**config.mk**
```make
export PLATFORM = sky130hd
export DESIGN_NAME = store_write_buffer
export DESIGN_NICKNAME = d
export VERILOG_FILES = /design/src/rtl/store_buf_pkg.sv /design/src/rtl/store_buffer_match.sv /design/src/rtl/store_write_buffer.sv
export SDC_FILE = /design/constraint.sdc
export NUM_CORES = 1
export LEC_CHECK = 0
export CAP_MARGIN = 20
export CORE_ASPECT_RATIO = 1.25
export CORE_MARGIN = 5
export CORE_UTILIZATION = 45
export DETAILED_ROUTE_END_ITERATION = 10
export PLACE_DENSITY_LB_ADDON = 0.05
export SLEW_MARGIN = 20
export SYNTH_ARGS = -nofsm -noshare
export SYNTH_HDL_FRONTEND = slang
export SYNTH_SLANG_ARGS = --single-unit
```
**constraint.sdc**
```tcl
create_clock -name CLOCK -period 6.5 [get_ports CLOCK]
set_input_delay 1.3 -clock CLOCK [delete_from_list [all_inputs] [get_ports CLOCK]]
set_output_delay 1.3 -clock CLOCK [all_outputs]
set_load 0.01 [all_outputs]
```
**src/rtl/store_buf_pkg.sv**
```systemverilog
// Shared types and defaults for the posted-store write buffer.
package store_buf_pkg;

    localparam int DEF_DEPTH = 4;
    localparam int PTR_W     = $clog2(DEF_DEPTH);

    typedef enum logic [0:0] {
        IDLE = 1'b0,
        BUSY = 1'b1
    } drain_state_t;

endpackage

```
**src/rtl/store_buffer_match.sv**
```systemverilog
// Youngest-first address search over the occupied buffer slots.
module store_buffer_match
    import store_buf_pkg::*;
#(
    parameter int DEPTH = DEF_DEPTH,
    parameter int AW    = 32,
    parameter int PW    = PTR_W
) (
    input  logic [DEPTH-1:0] valid,
    input  logic [AW-1:0]    addrs [DEPTH],
    input  logic [PW-1:0]    wr_ptr,
    input  logic [AW-1:0]    query,
    output logic             hit,
    output logic [PW-1:0]    idx
);

    logic [PW-1:0] slot;

    // Walk from the oldest position up to the slot just behind wr_ptr, so the
    // last match found (the youngest) wins.
    always_comb begin
        hit  = 1'b0;
        idx  = '0;
        slot = '0;
        for (int k = DEPTH; k >= 1; k--) begin
            slot = wr_ptr - PW'(k);
            if (valid[slot] && (addrs[slot] == query)) begin
                hit = 1'b1;
                idx = slot;
            end
        end
    end

endmodule

```
**src/rtl/store_write_buffer.sv**
```systemverilog
// Posted-store buffer: in-order FIFO of MEM-stage stores, drained to memory by a
// req/ack engine, with youngest-match load forwarding.
module store_write_buffer
    import store_buf_pkg::*;
#(
    parameter int DEPTH = DEF_DEPTH,
    parameter int AW    = 32,
    parameter int DW    = 32
) (
    input  logic                       CLOCK,
    input  logic                       RESET,
    input  logic                       St_Valid_M,
    input  logic [AW-1:0]              St_Addr_M,
    input  logic [DW-1:0]              St_Data_M,
    input  logic                       Ld_Valid_M,
    input  logic [AW-1:0]              Ld_Addr_M,
    output logic                       Ld_Hit_M,
    output logic [DW-1:0]              Ld_Data_M,
    output logic                       Stall_M,
    output logic                       Mem_Req,
    output logic [AW-1:0]              Mem_Addr,
    output logic [DW-1:0]              Mem_Data,
    input  logic                       Mem_Ack,
    output logic                       Empty,
    output logic [$clog2(DEPTH+1)-1:0] Count
);

    localparam int PW = $clog2(DEPTH);
    localparam int CW = $clog2(DEPTH+1);

    logic [AW-1:0] addr_q [DEPTH];
    logic [DW-1:0] data_q [DEPTH];
    logic [PW-1:0] rd_ptr;
    logic [PW-1:0] wr_ptr;
    logic [PW-1:0] nxt_ptr;
    logic [CW-1:0] cnt;
    logic [CW-1:0] cnt_nxt;
    drain_state_t  state;

    logic          full;
    logic          push;
    logic          pop;
    logic [DEPTH-1:0] valid;
    logic          match_hit;
    logic [PW-1:0] match_idx;
    logic [AW-1:0] nxt_addr;
    logic [DW-1:0] nxt_data;

    assign full    = (cnt == CW'(DEPTH));
    // No push while full, even on a popping edge, so Stall_M never depends on Mem_Ack.
    assign push    = St_Valid_M & ~full;
    assign pop     = (state == BUSY) & Mem_Ack;
    assign Stall_M = St_Valid_M & full;
    assign Empty   = (cnt == '0);
    assign Count   = cnt;
    assign Mem_Req = (state == BUSY);
    assign nxt_ptr = rd_ptr + PW'(1);

    always_comb begin
        valid = '0;
        for (int i = 0; i < DEPTH; i++) begin
            valid[i] = CW'(PW'(PW'(i) - rd_ptr)) < cnt;
        end
    end

    always_comb begin
        cnt_nxt = cnt;
        if (push && !pop) begin
            cnt_nxt = cnt + CW'(1);
        end else if (pop && !push) begin
            cnt_nxt = cnt - CW'(1);
        end
    end

    // With one entry left, the only thing that can follow the popped head is the
    // store being pushed on this same edge, which is not in the arrays yet.
    always_comb begin
        if (cnt == CW'(1)) begin
            nxt_addr = St_Addr_M;
            nxt_data = St_Data_M;
        end else begin
            nxt_addr = addr_q[nxt_ptr];
            nxt_data = data_q[nxt_ptr];
        end
    end

    always_ff @(posedge CLOCK) begin
        if (push) begin
            addr_q[wr_ptr] <= St_Addr_M;
            data_q[wr_ptr] <= St_Data_M;
        end
    end

    always_ff @(posedge CLOCK or posedge RESET) begin
        if (RESET) begin
            state    <= IDLE;
            rd_ptr   <= '0;
            wr_ptr   <= '0;
            cnt      <= '0;
            Mem_Addr <= '0;
            Mem_Data <= '0;
        end else begin
            cnt <= cnt_nxt;
            if (push) begin
                wr_ptr <= wr_ptr + PW'(1);
            end
            if (pop) begin
                rd_ptr <= nxt_ptr;
            end
            case (state)
                IDLE: begin
                    if (cnt != '0) begin
                        state    <= BUSY;
                        Mem_Addr <= addr_q[rd_ptr];
                        Mem_Data <= data_q[rd_ptr];
                    end
                end
                BUSY: begin
                    if (Mem_Ack) begin
                        if (cnt_nxt != '0) begin
                            Mem_Addr <= nxt_addr;
                            Mem_Data <= nxt_data;
                        end else begin
                            state <= IDLE;
                        end
                    end
                end
                default: state <= IDLE;
            endcase
        end
    end

    store_buffer_match #(
        .DEPTH (DEPTH),
        .AW    (AW),
        .PW    (PW)
    ) u_match (
        .valid  (valid),
        .addrs  (addr_q),
        .wr_ptr (wr_ptr),
        .query  (Ld_Addr_M),
        .hit    (match_hit),
        .idx    (match_idx)
    );

    assign Ld_Hit_M  = Ld_Valid_M & match_hit;
    assign Ld_Data_M = Ld_Hit_M ? data_q[match_idx] : '0;

endmodule

```
==> results_dict.tcl, run 1 <==
set metrics [dict create \
    cp.required_ns 5.20 \
    synth_register_bits 328 \
    relSlewSlack 0.2807 \
    pre_antenna_drt_iters 5 \
    cts_root_buf "clkbuf_16" \
    synth.top_cell.area_share 0.3615 \
    cts.htree.levels 2 \
    chipHeight_um 253.0 \
    max-vdd-ir-drop_mv 0.2489 \
    drcViolationCount 0 \
    fin_hold_ws_ns 0.4766 \
    post_synth_num_cell_types 66 \
    switching_fraction 0.3977 \
    vias_in_the_first_global_route 14690 \
    dpl_worst_slack_ns -0.1110 \
    seq_power_share 0.259 \
    setup_violations 0 \
    tritoncts_num_sinks 328 \
    r2r_cells 7 \
    power.density_cell_area_nw_per_um2 495.9 \
    tritoncts "built" \
    cts_made_buffers 38 \
    fin_ws_ns 0.06947 \
    p_int_w 0.007666 \
    min_period_ns 6.431 \
    postSynthAreaPerCell_um2 13.77 \
    utilization 0.5462 \
    timing_worst_slew_pin_value_ns 1.079 \
    finalInstanceArea_um2 25670 \
    overall_track_demand_over_capacity_in_global_routing 0.2390 \
    clkSlewWorstSetupHoldPaths_ns 0.06 \
    port_buffers 203 \
    max_slew_violation_total_from_the_final_report 0 \
    placeableCoreArea_um2 46990 \
    grt_max_degree 81 \
    crit_path_arrival_time_ns 5.13 \
    clock_insertion_delay_worst_skew_ns 0.54 \
    postRouteAntennaNets 0 \
    wl_per_cell_um 25.88 \
    ordered_cell_list_for_the_critical_path "inv_1 > ha_4 > buf_12 > mux4_2 > xnor2_2 > nand4_1 > a2111oi_1 > nor3b_2 > o211a_1 > nand3_1 > a32o_2 > a311oi_4 > buf_4 > bufbuf_16 > a22o_1 > clkdlybuf4s50_1" \
    min_path_cells 2 \
    p_leak_nw 9.439 \
    async_reset_ff_frac 0.2195 \
    mapped_area_um2 21270 \
    stdcell_count 2408 \
    synth_area_leaders "edfxtp_1, mux4_2, dfrtp_1" \
    synth_warn 0 \
    timing.critical_path.slowest_stage_cell "clkdlybuf4s50_1" \
    yosysSeqAreaShare 0.4462 \
    final.fill_count 3959 \
    synth_cells 1544 \
    clock_tree.buffer_depth 3 \
    cap_viol_max_count 0 \
    hold_path.class "reg2reg" \
    nNetsFinal 1852 \
    rows 89 \
    post_dp_cell_area_um2 24060 \
    routed_via_density 5.888 \
    synth_nets 1657 \
    max_freq_mhz 155.5 \
    start_util 0.4525 \
    synth_commonest_cells "edfxtp_1, mux4_2, mux2i_1" \
    number_of_enable_flip_flop_cells_after_synthesis 256 \
    post-synth-top-count-cell "edfxtp_1" \
    regArea_um2 9503 \
    area_growth_syn_to_layout_pct 20.69 \
    flip_flop_cell_with_the_highest_count_after_synthesis "edfxtp_1" \
    timing.final.crit_share 0.9893 \
    grt_pass1_wl_um 93090 \
    status "completed" \
    wl_final_um 62330 \
    power.clock.fraction 0.167 \
    grt_overflow 0 \
    cp-start-kind "flip-flop" \
    dr.first_iter.drc_count 941 \
    dp_hpwl_um 41470 \
    grt_antenna_before_repair 1 \
    num_vias 14180 \
    io_pins 204 \
    post_cts_hold_buffer_count 0 \
    grt_setup_unrepaired "true" \
    gate_power_share 0.574 \
    path_class "reg2out" \
    synthDominantAreaCellType "edfxtp_1" \
    power_switching_w 0.005062 \
    drive_gt1_frac 0.2301 \
    number_of_instances_in_the_placed_design 2319 \
    critPathMaxStageDelay_ns 0.54 \
    gp_routability_congestion 0.8949 \
    multi_input_comb_area_um2 11130 \
    die_w_um 204.4 \
    number_of_endpoints_with_negative_hold_slack_in_the_final_report 0 \
    dieArea_um2 51730 \
    critical_path_peak_fanout 11 \
    critPathCaptureType "primary output" \
    skew_final_ns 0.01373 \
]
## cells in the final DEF, fill, tap and decap left out, types with 14 or more instances in the layout
cell type / instances
nand2_1: 117
mux2_1: 36
mux4_1: 16
clkdlybuf4s50_1: 200
a22o_1: 31
xor2_1: 41
mux4_2: 191
mux2_2: 33
dfrtp_1: 67
nor2_1: 61
mux2i_1: 134
o21ai_0: 110
edfxtp_1: 256
xnor2_1: 104
clkbuf_16: 40
buf_4: 73
clkbuf_1: 14
nand4_1: 16
a21oi_1: 43
## per-stage QoR
stage	TNS (ns)	total power, W
global placement	0	0.01031
CTS	0	0.01281
floorplan	0	0.008208
global route	-2.792	0.01354
detailed placement	-1.685	0.01039
finish	0	0.01273
## sequential cells by signal, indices dropped and copies added (netlist names)
register / cells
Count: 3
Mem_Addr: 32
Mem_Data: 32
Mem_Req: 1
addr_q: 128
data_q: 128
rd_ptr: 2
wr_ptr: 2
## logic make-up (layout without fill, tap and decap cells)
kind of cell               count (synthesis)  after routing  share of synthesized area
muxes                                    410            410                     0.3218
DFF                                      328            328                     0.4462
and+or+nand+nor                          261            261                    0.05654
adders and majority gates                 14             14                   0.008002
buffers and inverters                    152            377                    0.03760
other                                      0              2                          0
AOI/OAI and AO/OA                        226            226                    0.06678
xor gates and xnor gates                 153            153                    0.06301
## area by class of cell
type	instances	share of cell area
inverter	16	0.002389
clock inverter	12	0.005119
multi-input combinational	1064	0.4337
tap	637	0.03105
antenna	2	0.0001950
clock buffer	58	0.04275
sequential	328	0.3703
timing repair buffer	291	0.1146
## worst max-delay path: cells and delay by family, from the launching register on
| family | cells | cell delay [ns] |
|---|---|---|
| flip-flops | 1 | 0.46 |
| multiplexers | 1 | 0.53 |
| AND/OR/NAND/NOR | 3 | 0.47 |
| AO/OA/AOI/OAI | 5 | 1.26 |
| buffers and inverters | 5 | 1.23 |
| XOR/XNOR | 1 | 0.27 |
| adder cells (fa/ha/maj) | 1 | 0.35 |
## path summary, 6_finish.rpt
| kind | from | end | slack, ns |
|---|---|---|---|
| min in group asynchronous | RESET | Mem_Data[25] | 1.22 |
| max in group asynchronous | RESET | rd_ptr[1] | 4.22 |
| hold reg to reg | Mem_Addr[1] | Mem_Addr[1] | 0.48 |
| setup / recovery | wr_ptr[0] | Ld_Data_M[17] | 0.07 |
| setup reg to reg | rd_ptr[1] | Mem_Addr[30] | 3.14 |
| hold / removal | Mem_Addr[1] | Mem_Addr[1] | 0.48 |
## power by group through the flow
| stage | Combinational, W | Sequential [W] | Clock [W] |
|---|---|---|---|
| final | 0.00730 | 0.00330 | 0.00213 |
| after global routing | 0.00792 | 0.00337 | 0.00225 |
| after CTS | 0.00734 | 0.00330 | 0.00217 |
| after floorplan | 0.00490 | 0.00331 | 0 |
| after detailed placement | 0.00705 | 0.00333 | 0 |
| after global placement | 0.00700 | 0.00331 | 0 |
## layer usage
| layer | wire length [um] | global-route usage | up-vias |
|---|---|---|---|
| met4 | 2421 | 0.08234 | 0 |
| li1 | - | - | 6431 |
| met2 | 32100 | 0.4193 | 402 |
| met1 | 24640 | 0.3033 | 7255 |
| met5 | 0 | 0 | - |
| met3 | 3167 | 0.03715 | 91 |
## repair_timing
| action | 4_1_cts | 5_1_grt |
|---|---|---|
| pin swaps | 5 | 5 |
| gates cloned | 3 | 1 |
| gates resized for setup | 13 | 16 |
| endpoints found under the setup margin | 32 | 32 |
| setup buffers | 10 | 3 |
Note: power is estimated with default switching activity, not from simulation.
==> inputs of run 2 (changes only) <==
--- a/constraint.sdc
+++ b/constraint.sdc
@@ -3,2 +3,2 @@
 set_output_delay 1.3 -clock CLOCK [all_outputs]
-set_load 0.01 [all_outputs]
+set_load 0.02 [all_outputs]
==> results_dict.tcl, run 2 (synthesis gave the netlist of run 1 again) <==
set metrics [dict create \
    status "completed" \
    max-vdd-ir-drop_mv 0.4135 \
    cp-start-kind "primary input" \
    clock_tree.buffer_depth 3 \
    max_freq_mhz 157.6 \
    grt_antenna_before_repair 3 \
    ordered_cell_list_for_the_critical_path "clkdlybuf4s50_1 > xor2_1 > a2111oi_1 > o21ai_1 > nor4_1 > nand3_1 > a21o_4 > a21oi_2 > a2bb2oi_4 > buf_4 > buf_16 > mux2_1 > a22o_1 > dlygate4sd2_1" \
    dr.first_iter.drc_count 966 \
    max_slew_violation_total_from_the_final_report 0 \
    dieArea_um2 51730 \
    p_int_w 0.007696 \
    path_class "in2out" \
    chipHeight_um 253.0 \
    grt_pass1_wl_um 94530 \
    post_cts_hold_buffer_count 0 \
    cp.required_ns 5.20 \
    postRouteAntennaNets 0 \
    port_buffers 203 \
    regArea_um2 9503 \
    hold_path.class "reg2reg" \
    timing.critical_path.slowest_stage_cell "clkdlybuf4s50_1" \
    power.clock.fraction 0.170 \
    wl_per_cell_um 26.15 \
    number_of_endpoints_with_negative_hold_slack_in_the_final_report 0 \
    grt_overflow 0 \
    vias_in_the_first_global_route 14700 \
    setup_violations 0 \
    io_pins 204 \
    gp_routability_congestion 0.9269 \
    largest_registers "addr_q: 128 flops, data_q: 128 flops" \
    seq_power_share 0.256 \
    crit_path_arrival_time_ns 5.05 \
    grt_max_degree 99 \
    min_period_ns 6.346 \
    gate_power_share 0.574 \
    power.density_cell_area_nw_per_um2 503.7 \
    critical_path_peak_fanout 22 \
    wl_final_um 63130 \
    layout_commonest_cell "edfxtp_1" \
    critPathCaptureType "primary output" \
    utilization 0.5467 \
    die_w_um 204.4 \
    routed_via_density 5.937 \
    multi_input_comb_area_um2 11080 \
    nNetsFinal 1858 \
    timing.final.crit_share 0.9764 \
    post-layout-total-power_w 0.01294 \
    skew_final_ns 0.02922 \
    cts_made_buffers 39 \
    cap_viol_max_count 0 \
    overall_track_demand_over_capacity_in_global_routing 0.2419 \
    clkSlewWorstSetupHoldPaths_ns 0.06 \
    tritoncts "built" \
    placeableCoreArea_um2 46990 \
    start_util 0.4525 \
    most-common-layout-cells "edfxtp_1, mux4_2, clkdlybuf4s50_1" \
    grt_setup_unrepaired "false" \
    worst-path-buf-inv 4 \
    cts.htree.levels 2 \
    drive_gt1_frac 0.2327 \
    critPathMaxStageDelay_ns 0.50 \
    area_growth_syn_to_layout_pct 20.81 \
    power_switching_w 0.005244 \
    p_leak_nw 9.583 \
    drcViolationCount 0 \
    cts_root_buf "clkbuf_16" \
    relSlewSlack 0.3820 \
    timing_worst_slew_pin_value_ns 0.9271 \
    final.fill_count 3997 \
    clock_insertion_delay_worst_skew_ns 0.56 \
    tritoncts_num_sinks 328 \
    dp_hpwl_um 41310 \
    path_delay_family "compound AO/OA/AOI/OAI gates" \
    rows 89 \
    pre_antenna_drt_iters 4 \
    switching_fraction 0.4052 \
    num_vias 14330 \
]
## run 2: power groups by stage
stage	combinational [W]	sequential, W	clock [W]
detailed placement	0.00722	0.00337	0
global route	0.00801	0.00339	0.00234
finish	0.00743	0.00332	0.00219
global placement	0.00716	0.00334	0
floorplan	0.00490	0.00347	0
CTS	0.00741	0.00333	0.00225
## run 2: tightest hold or removal path: stages (launching register included)
cell and delay, ns:
dfrtp_1 0.34, nand2_1 0.04, o21ai_0 0.06
## run 2: what timing repair did
action	in CTS	in global routing
pin swaps	2	2
cloned	4	1
setup endpoints to repair	30	30
resized for setup	50	1
buffers inserted	4	4
## run 2: layer usage
layer  global-route usage  wire length [um]
met1               0.3151             25680
met2               0.4087             32000
met3              0.04278              2972
met4              0.08885              2458
met5                    0                27
## run 2: area by class of cell
class,count,area share
Multi-Input combinational cell,1064,0.4314
Clock inverter,18,0.007013
Sequential cell,328,0.3699
Clock buffer,53,0.04247
Inverter,16,0.002386
Tap cell,637,0.03102
Antenna cell,2,0.0001948
Timing Repair Buffer,296,0.1156
## run 2: path summary, 6_finish.rpt
kind                              start  slack [ns]  cells after the start       endpoint
max                        Ld_Addr_M[6]        0.15                     14  Ld_Data_M[12]
min                        Mem_Addr[11]        0.47                      2   Mem_Addr[11]
max reg2reg                    Count[1]        3.34                     10    Mem_Data[8]
min reg2reg                Mem_Addr[11]        0.47                      2   Mem_Addr[11]
max in group asynchronous         RESET        4.14                      3      wr_ptr[0]
min in group asynchronous         RESET        1.16                      2   Mem_Addr[16]
## run 2: stage by stage
step                      instance area [um2]  setup TNS, ns  hold WS (ns)  cells  worst slack (ns)
after global placement                  24110         -1.644        0.4627   2328          -0.08518
final                                   25690              0        0.4735   2414            0.1536
after global routing                    25690              0        0.5027   2413           0.01814
after CTS                               25610              0        0.4826   2407            0.1522
after detailed placement                24110         -2.265        0.4694   2328           -0.1137
after floorplan                         21270              0        0.5891   1544            0.4102
==> inputs of run 3 (changes only) <==
CORE_UTILIZATION = 59   (was 45)
==> results_dict.tcl, run 3 (synthesis gave the netlist of run 1 again) <==
set metrics [dict create \
    status "completed" \
    dieArea_um2 39960 \
    clkSlewWorstSetupHoldPaths_ns 0.06 \
    hold_path.class "reg2reg" \
    seq_power_share 0.261 \
    ordered_cell_list_for_the_critical_path "inv_1 > ha_4 > buf_8 > buf_12 > mux4_2 > xnor2_1 > o21ai_0 > a2111o_1 > nor4_4 > o211a_1 > buf_4 > buf_4 > a21oi_2 > a2bb2oi_4 > buf_12 > buf_12 > mux2_1 > a22o_1 > dlygate4sd2_1" \
    drive_gt1_frac 0.2269 \
    min_period_ns 6.381 \
    met1_usage 0.3556 \
    final.fill_count 2443 \
    number_of_endpoints_with_negative_hold_slack_in_the_final_report 0 \
    p_leak_nw 9.551 \
    pre_antenna_drt_iters 5 \
    placeableCoreArea_um2 35550 \
    fin_tns_setup_ns 0 \
    grt_util_met2 0.5024 \
    path_class "reg2out" \
    cap_viol_max_count 0 \
    rows 77 \
    largest_registers "addr_q: 128 flops, data_q: 128 flops" \
    nNetsFinal 1848 \
    power.clock.fraction 0.167 \
    routed_via_density 6.560 \
    switching_fraction 0.4022 \
    max_freq_mhz 156.7 \
    post_cts_hold_buffer_count 0 \
    grt_max_degree 70 \
    setup_violations 0 \
    clock_insertion_delay_worst_skew_ns 0.53 \
    cts_made_buffers 37 \
    global_route.usage.met3 0.04237 \
    io_pins 204 \
    rrSetupSlack_ns 2.74 \
    crit_path_arrival_time_ns 5.08 \
    tritoncts_num_sinks 328 \
    gp_routability_congestion 0.9411 \
    wl_final_um 58340 \
    tritoncts "built" \
    overall_track_demand_over_capacity_in_global_routing 0.2842 \
    timing.critical_path.slowest_stage_cell "mux4_2" \
    grt_pass1_wl_um 88510 \
    num_vias 14680 \
    finalInstanceArea_um2 25370 \
    die_w_um 179.8 \
    gate_power_share 0.572 \
    post_dp_cell_area_um2 23820 \
    busiest_layer "met2" \
    clock_tree.buffer_depth 3 \
    path_common_cell "buf_12" \
    area_growth_syn_to_layout_pct 19.31 \
    grt_antenna_before_repair 1 \
    min_path_cells 2 \
    path_delay_family "buffers and inverters" \
    cp.required_ns 5.20 \
    most-common-layout-cells "edfxtp_1, mux4_2, clkdlybuf4s50_1" \
    critical_path_peak_fanout 17 \
    max_slew_violation_total_from_the_final_report 0 \
    timing_worst_slew_pin_value_ns 0.9548 \
    relSlewSlack 0.3634 \
    cts.htree.levels 2 \
    drcViolationCount 0 \
    critPathMaxStageDelay_ns 0.51 \
    max-vdd-ir-drop_mv 0.3085 \
    chipHeight_um 222.3 \
    start_util 0.5982 \
    grt_overflow 0 \
    critPathCaptureType "primary output" \
    hold_start "Mem_Addr[18]" \
    layout_commonest_cell "edfxtp_1" \
    dr.first_iter.drc_count 1175 \
    skew_final_ns 0.01682 \
    dp_hpwl_um 38100 \
    wl_per_cell_um 26.07 \
    crit-reg2reg-capture "Mem_Addr[16]" \
    power_switching_w 0.005128 \
    r2r_cells 11 \
    port_buffers 203 \
    timing.hold.worst_endpoint "Mem_Addr[18]" \
    power.density_cell_area_nw_per_um2 502.5 \
    postRouteAntennaNets 0 \
    vias_in_the_first_global_route 14990 \
    timing.final.crit_share 0.9817 \
    cts_root_buf "clkbuf_16" \
    r2r_start "Count[1]" \
    p_int_w 0.007621 \
    cp-start-kind "flip-flop" \
    worst-path-buf-inv 8 \
]
==> run 3: worst max path at each step <==
| stage | startpoint | end | slack, ns | cells after the start |
|---|---|---|---|---|
| after floorplan | wr_ptr[0] | Ld_Data_M[21] | 0.41 | 21 |
| after global placement | Ld_Addr_M[6] | Ld_Data_M[11] | -0.14 | 13 |
| after detailed placement | Ld_Addr_M[6] | Ld_Data_M[4] | -0.23 | 13 |
| after CTS | wr_ptr[0] | Ld_Data_M[18] | -0.04 | 17 |
| after global routing | wr_ptr[0] | Ld_Data_M[7] | -0.009 | 19 |
| final | wr_ptr[0] | Ld_Data_M[11] | 0.12 | 19 |
==> run 3: layout make-up <==
class                           count  area (um2)  share of cell area
Sequential cell                   328        9503              0.3745
Tap cell                          474       593.1             0.02338
Timing Repair Buffer              288        2900              0.1143
Clock inverter                     12       168.9            0.006657
Inverter                           16       61.31            0.002416
Multi-Input combinational cell   1064       11080              0.4367
Antenna cell                        1       2.502          0.00009863
Clock buffer                       55        1064             0.04192
==> run 3: metal layers <==
metal | wire, um | vias up
met1 | 21980 | 7558
met3 | 3627 | 116
li1 | - | 6427
met5 | 0 | -
met2 | 30430 | 580
met4 | 2300 | 0
==> run 3: timing repair <==
action,4_1_cts,5_1_grt
endpoints found under the setup margin,31,19
setup buffers,8,1
pin swaps,3,4
gates resized for setup,45,9
gates cloned,3,2
==> run 3: worst min-delay path, delay by kind of cell (launching register included) <==
kind,cells,cell delay (ns)
flops,1,0.34
compound gates,1,0.06
simple gates,1,0.04
==> run 3: stage by stage <==
| stage | util | power [W] | std cells | worst slack (ns) | hold slack (ns) |
|---|---|---|---|---|---|
| 6_report | 0.7137 | 0.01275 | 2238 | 0.1187 | 0.4768 |
| 5_1_grt | 0.7137 | 0.01345 | 2238 | -0.008898 | 0.5071 |
| 4_1_cts | 0.7106 | 0.01272 | 2234 | -0.04407 | 0.4833 |
| 3_5_place_dp | 0.6700 | 0.01035 | 2156 | -0.2292 | 0.4703 |
| 3_3_place_gp | 0.6700 | 0.01019 | 2156 | -0.1416 | 0.4606 |
| 2_1_floorplan | - | 0.008370 | 1544 | 0.4102 | 0.5891 |
==> run 3: power groups by stage <==
| stage | Sequential [W] | Combinational [W] | Clock, W |
|---|---|---|---|
| after global routing | 0.00339 | 0.00780 | 0.00226 |
| after floorplan | 0.00347 | 0.00490 | 0 |
| after CTS | 0.00332 | 0.00724 | 0.00217 |
| after detailed placement | 0.00335 | 0.00699 | 0 |
| final | 0.00333 | 0.00729 | 0.00213 |
| after global placement | 0.00332 | 0.00687 | 0 |
